===== config.mk =====
export PLATFORM = sky130hd
export DESIGN_NAME = grf_wr_arbiter
export DESIGN_NICKNAME = d
export VERILOG_FILES = /design/src/rtl/grf_wr_arbiter.sv
export SDC_FILE = /design/constraint.sdc
export NUM_CORES = 1
export LEC_CHECK = 0
export CORE_ASPECT_RATIO = 2
export CORE_MARGIN = 5
export CORE_UTILIZATION = 36
export CTS_BUF_LIST = sky130_fd_sc_hd__clkbuf_4
export DETAILED_ROUTE_END_ITERATION = 7
export PLACE_DENSITY_LB_ADDON = 0.3
export SKIP_CTS_REPAIR_TIMING = 1
export SLEW_MARGIN = 20
export SYNTH_ARGS = -nofsm -noshare
export SYNTH_HDL_FRONTEND = slang
export SYNTH_SLANG_ARGS = --single-unit

===== constraint.sdc =====
create_clock -name clk -period 3 [get_ports clk]
set_input_delay 0.6 -clock clk [delete_from_list [all_inputs] [get_ports clk]]
set_output_delay 0.6 -clock clk [all_outputs]
set_load 0.1 [all_outputs]

===== src/rtl/grf_wr_arbiter.sv =====
// Round-robin arbiter sharing the single GRF write port among N_REQ writeback
// sources; one grant per cycle, registered write controls one cycle later.
module grf_wr_arbiter #(
  parameter int N_REQ = 3,
  parameter int AW    = 5,
  parameter int DW    = 32
) (
  input  logic                clk,
  input  logic                reset,
  input  logic                hold,
  input  logic [N_REQ-1:0]    req_valid,
  input  logic [N_REQ*AW-1:0] req_addr,
  input  logic [N_REQ*DW-1:0] req_data,
  input  logic [N_REQ*DW-1:0] req_pc,
  output logic [N_REQ-1:0]    req_ready,
  output logic                grf_we,
  output logic [AW-1:0]       grf_a3,
  output logic [DW-1:0]       grf_wd,
  output logic [DW-1:0]       grf_pc,
  output logic                busy
);
  localparam int PW = $clog2(N_REQ);

  logic [N_REQ-1:0][AW-1:0] addr_a;
  logic [N_REQ-1:0][DW-1:0] data_a, pc_a;
  logic [PW-1:0]            last, gnt_idx, j;
  logic [PW:0]              s;
  logic [N_REQ-1:0]         gnt;
  logic                     found;

  assign addr_a = req_addr;
  assign data_a = req_data;
  assign pc_a   = req_pc;

  // Scan last+1 .. last+N_REQ (mod N_REQ); first valid wins.
  always_comb begin
    gnt     = '0;
    gnt_idx = last;
    found   = 1'b0;
    s       = '0;
    j       = '0;
    if (!hold && !reset) begin
      for (int k = 0; k < N_REQ; k++) begin
        s = {1'b0, last} + (PW+1)'(k + 1);
        if (s >= (PW+1)'(N_REQ)) s = s - (PW+1)'(N_REQ);
        j = s[PW-1:0];
        if (!found && req_valid[j]) begin
          found   = 1'b1;
          gnt[j]  = 1'b1;
          gnt_idx = j;
        end
      end
    end
  end

  assign req_ready = gnt;
  assign busy      = (|req_valid) | grf_we;

  // gnt is only ever set on a valid requester, so |gnt marks a transfer.
  always_ff @(posedge clk or posedge reset) begin
    if (reset) begin
      last   <= PW'(N_REQ - 1);
      grf_we <= 1'b0;
      grf_a3 <= '0;
      grf_wd <= '0;
      grf_pc <= '0;
    end else begin
      grf_we <= 1'b0;
      if (|gnt) begin
        last   <= gnt_idx;
        grf_we <= |addr_a[gnt_idx];
        grf_a3 <= addr_a[gnt_idx];
        grf_wd <= data_a[gnt_idx];
        grf_pc <= pc_a[gnt_idx];
      end
    end
  end
endmodule


### Word level (Yosys, flattened, before mapping)

Index checks and enable logic that the tools add are counted.

| cells by class | value |
|---|---|
| mux-type cells | 39 |
| bitwise operators | 3 |
| reductions and logical operators | 13 |
| $lt $le $gt $ge | 10 |
| add/sub/neg operators | 6 |

Operators by type and width:

| operator | number |
|---|---|
| $bmux W32 S2 | 2 |
| $mux W32 | 2 |
| $mux W2 | 10 |
| $mux W3 | 6 |
| $lt A2 B3 Y1 const B | 4 |
| $mux W1 | 11 |
| $bmux W5 S2 | 1 |
| $ge A3 B2 Y1 const B | 3 |
| $add A2 B2 Y3 const B | 2 |
| $bmux W1 S2 | 3 |
| $demux W1 S2 | 3 |
| $ge A2 B1 Y1 const B | 3 |
| $logic_and A1 B1 Y1 | 6 |
| $or A3 B3 Y3 | 2 |
| $reduce_or A3 Y1 | 2 |
| $sub A2 B2 Y2 const B | 3 |
| $mux W5 | 1 |
| $reduce_or A5 Y1 | 1 |
| $logic_not A1 Y1 | 4 |
| $add A2 B1 Y3 const B | 1 |
| $or A1 B1 Y1 | 1 |

| storage, ports and cells | value |
|---|---|
| bits in registers | 72 |
| output and inout bits | 74 |
| logic and storage cells | 76 |

### Logic depth before layout (Yosys ltp)

Gate-level depths: netlist (run 1).

| depth | value |
|---|---|
| word-level depth | 20 |
| gate-level depth with buffers | 12 |
| gate-level depth less buffers | 8 |

### Least setup slack after synthesis (run 1)

No wires, ideal clock.

| path | value |
|---|---|
| path type | reg2reg |
| from | reg last[0] |
| to | reg grf_pc[3] |
| buffers on the path | 2 |
| arrival time | 4.221 ns |
| setup slack | -1.349 ns |
| library setup time | 0.128 ns |
| stages on the path, launching flop included | 11 |
| data required time | 2.872 ns |
| path through | dfrtp_1 clkbuf_1 inv_1 ha_1 a21boi_0 o2bb2ai_2 nand3_1 a31oi_1 nor3_4 buf_6 mux2_1 |

| on the way | value |
|---|---|
| elaborated cells between the ends (all ways) | 59 |

RTL lines:

| what | line | source |
|---|---|---|
| start: declaration | 26 | `logic [PW-1:0] last, gnt_idx, j;` |
| start signal: assignment | 62 | `last <= PW'(N_REQ - 1);` |
| start signal: assignment | 70 | `last <= gnt_idx;` |
| $add A2 B1 Y3 | 44 | `s = {1'b0, last} + (PW+1)'(k + 1);` |
| $ge A3 B2 Y1 or $sub A2 B2 Y2 (tied branches) | 45 | `if (s >= (PW+1)'(N_REQ)) s = s - (PW+1)'(N_REQ);` |
| $mux W2 | 45 |  |
| $mux W2 | 42 | `if (!hold && !reset) begin` |
| $lt A2 B3 Y1 (not written as such) (tied with other cells) | 49 | `gnt[j] = 1'b1;` |
| $logic_and A1 B1 Y1 (not written as such) or $mux W1 (tied branches) | 49, 47 |  |
| $mux W1, on equally long branches | 49, 47 |  |
| $demux W1 S2 or $mux W1 (tied branches) | 49, 42 |  |
| (+2 left out) | - |  |
| $or A3 B3 Y3 (no line) or $mux W1 (tied branches) | - |  |
| $mux W3 or $mux W1 (tied branches) | 47, 42 |  |
| $mux W3 or $logic_not A1 Y1 (tied branches) | 42, 47 |  |
| $or A3 B3 Y3 (no line) or $logic_and A1 B1 Y1 (tied branches) | - |  |
| $mux W3 (*) | 47 | `if (!found && req_valid[j]) begin` |
| $mux W3 (*) | 42 |  |
| via req_ready[0] | 15 | `output logic [N_REQ-1:0] req_ready,` |
| $reduce_or A3 Y1 (*) | 69 | `if (\|gnt) begin` |
| end signal: assignment | 74 | `grf_pc <= pc_a[gnt_idx];` |
| end: declaration | 19 | `output logic [DW-1:0] grf_pc,` |

Mark *: on every way through the listed nets, which the timed path passes. The rest lies on a longest branch. The select of a mux whose other input is x is not followed.
A chain may end at the register's enable or synchronous reset.

### Final worst setup path (run 1)

| path | value |
|---|---|
| from | reg last[1] |
| to | out req_ready[2] |

| on the way | value |
|---|---|
| word-level cells in the longest chain between the ends | 16 |
| elaborated cells between the ends (all ways) | 52 |

Ends and longest elaborated chain:

| what | line |
|---|---|
| $add A2 B1 Y3 | 44 |
| $ge A3 B2 Y1 or $sub A2 B2 Y2 (tied branches) | 45 |
| $mux W2 | 45 |
| $mux W2 | 42 |
| $lt A2 B3 Y1 (not written as such) (tied with other cells) | 49 |
| $logic_and A1 B1 Y1 (not written as such) or $mux W1 (tied branches) | 49, 47 |
| $mux W1, on equally long branches | 49, 47 |
| $demux W1 S2 or $mux W1 (tied branches) | 49, 42 |
| $mux W3 or $logic_not A1 Y1 (tied branches) | 47 |
| $mux W3 or $logic_and A1 B1 Y1 (tied branches) | 42, 47 |
| $or A3 B3 Y3 (no line) or $mux W1 (tied branches) | - |
| $mux W3 or $mux W1 (tied branches) | 47, 42 |
| $mux W3 or $logic_not A1 Y1 (tied branches) | 42, 47 |
| $or A3 B3 Y3 (no line) or $logic_and A1 B1 Y1 (tied branches) | - |
| $mux W3 (*) | 47 |
| $mux W3 (*) | 42 |
| end: declaration | 15 |

Mark *: on every way between the ends. The rest lies on a longest branch, timed or not. The select of a mux whose other input is x is not followed.

==> results of run 1 <==
[cell type report]
type,count,area [um2]
Fill cell,1128,4680
Timing Repair Buffer,357,3590
Multi-Input combinational cell,343,3450
Sequential cell,72,1800
Tap cell,189,236
Clock inverter,7,110
Clock buffer,9,67.6
Inverter,4,22.5
Antenna cell,1,2.50
[logic make-up after synthesis]
logic type	after synthesis	share of synthesized area (%)
DFF	72	35.1
AOI/OAI and AO/OA	25	3.80
buffers and inverters	43	4.97
adders and majority gates	6	1.46
and+or+nand+nor	101	10.6
muxes	211	44.1
[worst max-delay path by stage]
| stage | slack (ps) | cells after the start | endpoint |
|---|---|---|---|
| after floorplan | -80 | 10 | grf_pc[10]$_DFFE_PP0P_ |
| after global placement | -220 | 10 | grf_wd[0]$_DFFE_PP0P_ |
| after detailed placement | -250 | 9 | grf_pc[8]$_DFFE_PP0P_ |
| after CTS | -410 | 8 | req_ready[0] |
| after global routing | -310 | 7 | req_ready[2] |
| final | -220 | 7 | req_ready[2] |
[state kept, by name, summed over array words and instances (netlist names)]
register and count:
grf_a3 5, grf_pc 32, grf_wd 32, grf_we 1, last 2
[critical path, cell delays in order, from the launching register on]
cell and delay [ps]:
sky130_fd_sc_hd__dfstp_2 570, sky130_fd_sc_hd__inv_4 60, sky130_fd_sc_hd__ha_4 270, sky130_fd_sc_hd__or3b_4 390, sky130_fd_sc_hd__o21a_4 150, sky130_fd_sc_hd__a211o_1 340, sky130_fd_sc_hd__a21oi_4 210, sky130_fd_sc_hd__buf_12 200
[cell usage after synthesis (2+ instances only)]
cell,n
sky130_fd_sc_hd__mux2_1,22
sky130_fd_sc_hd__nor3_1,2
sky130_fd_sc_hd__inv_1,4
sky130_fd_sc_hd__buf_6,7
sky130_fd_sc_hd__a211o_1,3
sky130_fd_sc_hd__clkbuf_1,15
sky130_fd_sc_hd__mux2_2,32
sky130_fd_sc_hd__nor2_1,5
sky130_fd_sc_hd__mux2i_1,140
sky130_fd_sc_hd__or4_1,2
sky130_fd_sc_hd__ha_1,6
sky130_fd_sc_hd__mux2_4,17
sky130_fd_sc_hd__dfrtp_1,71
sky130_fd_sc_hd__o21ai_1,2
sky130_fd_sc_hd__a21boi_0,2
sky130_fd_sc_hd__nand4_1,3
sky130_fd_sc_hd__buf_4,8
sky130_fd_sc_hd__a21oi_1,3
sky130_fd_sc_hd__and3_1,2
sky130_fd_sc_hd__buf_2,9
sky130_fd_sc_hd__nand3_1,73
sky130_fd_sc_hd__nand2_1,3
sky130_fd_sc_hd__o21ai_0,5
sky130_fd_sc_hd__nand2b_1,3
[per-layer routing]
metal  GRT usage (%)  vias to the layer above  share of wire (%)
met5               0                        -                  0
met4            7.11                        0                3.7
met3            5.54                       51                6.8
met2            42.4                      219                 58
met1            19.7                     2492                 31
li1                -                     2366                  -
[cells in the final DEF (no fill, tap or decap), drive strengths merged, types with 4 or more instances in the layout]
cell type        n
inv              4
nor2             5
clkbuf          14
clkdlybuf4s50  212
a21oi            4
o21ai            7
mux2i          140
mux2            71
nand3           73
buf            140
ha               6
dfrtp           71
[stage by stage]
step | setup TNS [ps] | area (um2) | hold slack [ps] | setup slack [ps]
after detailed placement | -14290 | 8550 | 488 | -246
after CTS | -1190 | 8730 | 517 | -412
final | -2080 | 9290 | 523 | -216
after floorplan | -4420 | 5250 | 630 | -76.8
after global placement | -9160 | 8550 | 480 | -218
after global routing | -6520 | 9290 | 531 | -307
==> reports/metrics.csv, run 1 <==
stage,metric,value,unit
logic_synthesis,count of distinct cell types in the synthesized netlist,43,
floorplan,die width,94.5,um
logic_synthesis,Synth Net Count,677,
clock_tree,clock root buffer master,sky130_fd_sc_hd__clkbuf_4,
clock_tree,TritonCTS Sinks,72,
logic_synthesis,flip-flop cell with the highest count after synthesis,sky130_fd_sc_hd__dfrtp_1,
floorplan,effective utilization at floorplan,36.8,%
hold_path,Min-Delay Endpoint,grf_pc[30]$_DFFE_PP0P_,
clock_tree,source-to-sink clock delay at the later pin of the worst-skew pair,430,ps
logic_synthesis,Async SR Flop Fraction,100,%
setup_path,category of the worst setup path launch point,flop,
final_layout,"count of placed standard cells in the final layout, fillers left out",982,
floorplan,chip height,179,um
clock_tree,total clock buffers created by CTS,9,
logic_synthesis,largest cells by area after synthesis,"sky130_fd_sc_hd__dfrtp_1 (35%), sky130_fd_sc_hd__mux2i_1 (27%), sky130_fd_sc_hd__nand3_1 (7.1%)",
clock_tree,clock tree buffer depth,2,
logic_synthesis,total of warnings raised by yosys,0,
routing,number of DRC violations after detailed routing,0,
clock_tree,htree depth,3,
placement,Final Wtd Congestion,0.850,
setup_path,Reg-to-Reg End,grf_wd[6]$_DFFE_PP0P_,
timing,clock skew,13.1,ps
outcome,violations in the final reports,setup timing,
final_layout,fin nets,1006,
setup_path,worst setup slack for register-to-register paths,-130,ps
hold_path,source of the worst hold timing path,grf_pc[30]$_DFFE_PP0P_,
timing,setup slack after layout,-216,ps
final_layout,share of post-route cells with drive strength above 1,34.0,%
setup_path,Crit Path Max Fanout,7,
logic_synthesis,mean cell area of the mapped netlist,11.2,um2
logic_synthesis,Yosys top cell area share,34.6,%
setup_path,Critical Path Sink Type,primary output,
hold_path,classification of the worst-slack hold path,flop to flop,
timing,RSZ-0062 raised after global routing,true,
global_route,via count of the first global-routing pass,5455,
floorplan,area of the die,0.0169,mm2
timing,worst slew pin tran,466,ps
global_route,final global-route overflow total,0,
job,number of maximum-capacitance constraint violations,0,
clock_tree,clock tree from TritonCTS,built,
hold_path,cell count of the worst hold path,1,
setup_path,"Arr. time, crit path",2620,ps
routing,vias per cell,5.22,
routing,count of nets left with antenna violations after detail routing,0,
routing,Wirelength per Cell,20.5,um
logic_synthesis,post-synthesis instance area,0.00514,mm2
timing,maximum operating frequency,311,MHz
timing,relative max-transition margin,68.5,%
timing,final number of max-transition violations,0,
floorplan,number of standard-cell rows in the floorplan,61,
logic_synthesis,synthesized instance count,458,
outcome,outcome,finished with violations,
placement,count of placed standard cells including taps,946,
setup_path,critical path required time,2400,ps
clock_tree,clock-pin slew on the worst setup and hold paths,130,ps
timing,endpoints failing hold,0,
final_layout,final core utilization,66.5,%
placement,sum of net half-perimeters after detailed placement,15400,um
setup_path,crit path launch,last[1]$_DFFE_PP1P_,
setup_path,Worst Reg2Reg Path Length in Cells,14,
global_route,wire length of the first global-routing pass,27500,um
routing,total detailed-routing wirelength,20100,um
global_route,pin count of the biggest net entering global routing,40,
logic_synthesis,number of enable-type register cells in the synthesized netlist,0,
floorplan,number of I/O pins,287,
setup_path,"Worst Path Class, Setup",flop to primary output,
timing,final clock period utilization by the worst path,107,%
logic_synthesis,top cell type by total area after synthesis,sky130_fd_sc_hd__dfrtp_1,
logic_synthesis,post-synthesis sequential element count,72,
global_route,initial antenna violation count,1,
placement,count of buffers inserted at the top-level ports,286,
routing,router iterations before antenna repair,4,
timing,number of endpoints failing setup at the final stage,51,
timing,minimum clock period after layout,3220,ps
floorplan,core region area,0.0140,mm2
routing,number of DRC markers in iteration 0,136,
routing,via count,5128,
global_route,global routing usage summed across all routing layers,21.1,%
logic_synthesis,sequential cell area fraction in the yosys report,35.1,%
setup_path,critical register-to-register path startpoint,last[1]$_DFFE_PP1P_,
final_layout,"Area growth, synth to finish",80.8,%
Power of run 1 is left out: the tool's default activity adds up to more than one toggle a clock period on the data nets, which glitch-free logic cannot reach.
==> inputs of run 2 (changes only) <==
--- a/config.mk
+++ b/config.mk
@@ -5,9 +5,12 @@
 export SDC_FILE = /design/constraint.sdc
 export NUM_CORES = 1
 export LEC_CHECK = 0
+export CAP_MARGIN = 5
+export CELL_PAD_IN_SITES_DETAIL_PLACEMENT = 0
+export CELL_PAD_IN_SITES_GLOBAL_PLACEMENT = 1
 export CORE_ASPECT_RATIO = 2
 export CORE_MARGIN = 5
-export CORE_UTILIZATION = 36
+export CORE_UTILIZATION = 27
 export CTS_BUF_LIST = sky130_fd_sc_hd__clkbuf_4
 export DETAILED_ROUTE_END_ITERATION = 7
 export PLACE_DENSITY_LB_ADDON = 0.3
==> reports/metrics.csv, run 2 (synthesis gave the netlist of run 1 again) <==
stage,metric,value,unit
global_route,via count of the first global-routing pass,5559,
placement,total placed instance area,0.00864,mm2
timing,final clock period utilization by the worst path,107,%
setup_path,end of the critical path,req_ready[2],
setup_path,critical register-to-register path startpoint,last[1]$_DFFE_PP1P_,
clock_tree,total clock buffers created by CTS,9,
global_route,final global-route overflow total,0,
timing,number of endpoints failing setup at the final stage,5,
clock_tree,TritonCTS Sinks,72,
setup_path,number of gates on the worst path with buffers counted,7,
clock_tree,clock tree buffer depth,2,
setup_path,"Worst Path Class, Setup",flop to primary output,
routing,Wirelength per Cell,20.2,um
clock_tree,clock tree from TritonCTS,built,
routing,post-route met1 wirelength,7020,um
setup_path,Reg-to-Reg End,grf_pc[5]$_DFFE_PP0P_,
job,number of maximum-capacitance constraint violations,0,
floorplan,chip height,205,um
timing,maximum operating frequency,311,MHz
routing,wire length on met3,1250,um
clock_tree,clock-pin slew on the worst setup and hold paths,140,ps
final_layout,footprint of the flip-flops and latches,0.00180,mm2
routing,total length of routed met2 wires,12000,um
routing,highest routed layer,met4,
clock_tree,clock root buffer master,sky130_fd_sc_hd__clkbuf_4,
setup_path,category of the worst setup path launch point,flop,
clock_tree,source-to-sink clock delay at the later pin of the worst-skew pair,430,ps
setup_path,total buffers and inverters traversed by the critical path,2,
setup_path,crit path launch,last[1]$_DFFE_PP1P_,
clock_tree,htree depth,3,
setup_path,dominant delay contributor by cell family on the critical path,compound AO/OA/AOI/OAI gates,
setup_path,"Critical Path, Cell by Cell",inv_4 > ha_4 > or3b_4 > o21a_4 > a211o_1 > a21oi_4 > buf_12,
final_layout,fillcell total,1688,
placement,count of buffers inserted at the top-level ports,286,
hold_path,classification of the worst-slack hold path,flop to flop,
final_layout,share of post-route cells with drive strength above 1,32.6,%
floorplan,effective utilization at floorplan,27.4,%
routing,total detailed-routing wirelength,21100,um
final_layout,final standard cell area without fillers,0.00927,mm2
final_layout,fin nets,999,
setup_path,Critical Path Sink Type,primary output,
timing,setup slack after layout,-216,ps
final_layout,"top library cells by usage in the layout, fill and taps aside","sky130_fd_sc_hd__clkdlybuf4s50_1 (212), sky130_fd_sc_hd__mux2i_1 (123), sky130_fd_sc_hd__buf_4 (103)",
timing,RSZ-0062 raised after global routing,true,
setup_path,"Arr. time, crit path",2620,ps
floorplan,die width,108,um
floorplan,number of standard-cell rows in the floorplan,71,
outcome,outcome,finished with violations,
routing,count of nets left with antenna violations after detail routing,0,
setup_path,slowest cell delay on critical path,580,ps
setup_path,Worst Reg2Reg Path Length in Cells,11,
outcome,violations in the final reports,setup timing,
timing,minimum clock period after layout,3220,ps
timing,worst slew pin tran,550,ps
routing,router iterations before antenna repair,4,
global_route,wire length of the first global-routing pass,30400,um
final_layout,Multi-input gate area,0.00343,mm2
final_layout,largest registers ranked by flip-flop count,"grf_pc: 32 flops, grf_wd: 32 flops, grf_a3: 5 flops",
timing,final number of max-transition violations,0,
floorplan,area of the die,0.0221,mm2
setup_path,critical path required time,2400,ps
setup_path,cell with the largest stage delay on the worst path,sky130_fd_sc_hd__dfstp_2,
routing,vias per cell,4.81,
setup_path,worst setup slack for register-to-register paths,-10,ps
timing,endpoints failing hold,0,
timing,clock skew,21.4,ps
floorplan,core region area,0.0187,mm2
routing,number of DRC markers in iteration 0,149,
timing,relative max-transition margin,63.4,%
hold_path,cell count of the worst hold path,1,
placement,sum of net half-perimeters after detailed placement,16000,um
global_route,initial antenna violation count,4,
routing,number of DRC violations after detailed routing,0,
floorplan,number of I/O pins,287,
global_route,global routing usage summed across all routing layers,17.8,%
final_layout,"Area growth, synth to finish",80.4,%
global_route,pin count of the biggest net entering global routing,71,
final_layout,most frequent standard cell in the layout excluding fill and tap cells,sky130_fd_sc_hd__clkdlybuf4s50_1,
placement,Final Wtd Congestion,0.839,
routing,via count,5015,
setup_path,Crit Path Max Fanout,6,
## run 2: cell types whose count changed in the layout (fill, tap and decap cells not counted), moves of 2 or more
cell and delta:
sky130_fd_sc_hd__buf_4 -6, sky130_fd_sc_hd__clkinv_4 +2, sky130_fd_sc_hd__mux2_2 +6, sky130_fd_sc_hd__buf_8 -3
sky130_fd_sc_hd__mux2i_1 -3, sky130_fd_sc_hd__diode_2 +2, sky130_fd_sc_hd__mux2_1 +8, sky130_fd_sc_hd__mux2_4 -14
sky130_fd_sc_hd__mux2i_4 +3
## run 2: cell type report
| cell class | instances | share of cell area [%] |
|---|---|---|
| inverters | 4 | 0.256 |
| clock buffers | 9 | 0.729 |
| multi-input cells | 343 | 37.0 |
| diodes | 3 | 0.0810 |
| clock inverters | 7 | 1.04 |
| flip-flops and latches | 72 | 19.4 |
| repair buffers | 350 | 38.0 |
| well taps | 255 | 3.44 |
## run 2: per-stage QoR
| step | utilization [%] | instances | setup WS (ps) | hold WS [ps] | setup TNS, ps |
|---|---|---|---|---|---|
| 6_report | 49.5 | 1043 | -216 | 514 | -450 |
| 5_1_grt | 49.5 | 1043 | -316 | 531 | -5670 |
| 4_1_cts | 47.0 | 1025 | -447 | 519 | -1210 |
| 3_5_place_dp | 46.1 | 1009 | -190 | 487 | -9160 |
| 3_3_place_gp | 46.1 | 1009 | -188 | 480 | -7480 |
| 2_1_floorplan | - | 458 | -76.8 | 630 | -4420 |
## run 2: layer usage
layer,vias up,global-route usage [%]
met1,2434,17.2
met3,40,4.57
met4,0,6.82
met2,187,35.1
met5,-,0
li1,2354,-
## run 2: worst min path at each step
| stage | endpoint | startpoint |
|---|---|---|
| CTS | grf_wd[9]$_DFFE_PP0P_ | grf_wd[9]$_DFFE_PP0P_ |
| global placement | grf_wd[7]$_DFFE_PP0P_ | grf_wd[7]$_DFFE_PP0P_ |
| global route | grf_pc[27]$_DFFE_PP0P_ | grf_pc[27]$_DFFE_PP0P_ |
| floorplan | last[1]$_DFFE_PP1P_ | last[1]$_DFFE_PP1P_ |
| detailed placement | grf_wd[15]$_DFFE_PP0P_ | grf_wd[15]$_DFFE_PP0P_ |
| finish | grf_wd[15]$_DFFE_PP0P_ | grf_wd[15]$_DFFE_PP0P_ |
Power of run 2 is left out for the same reason.
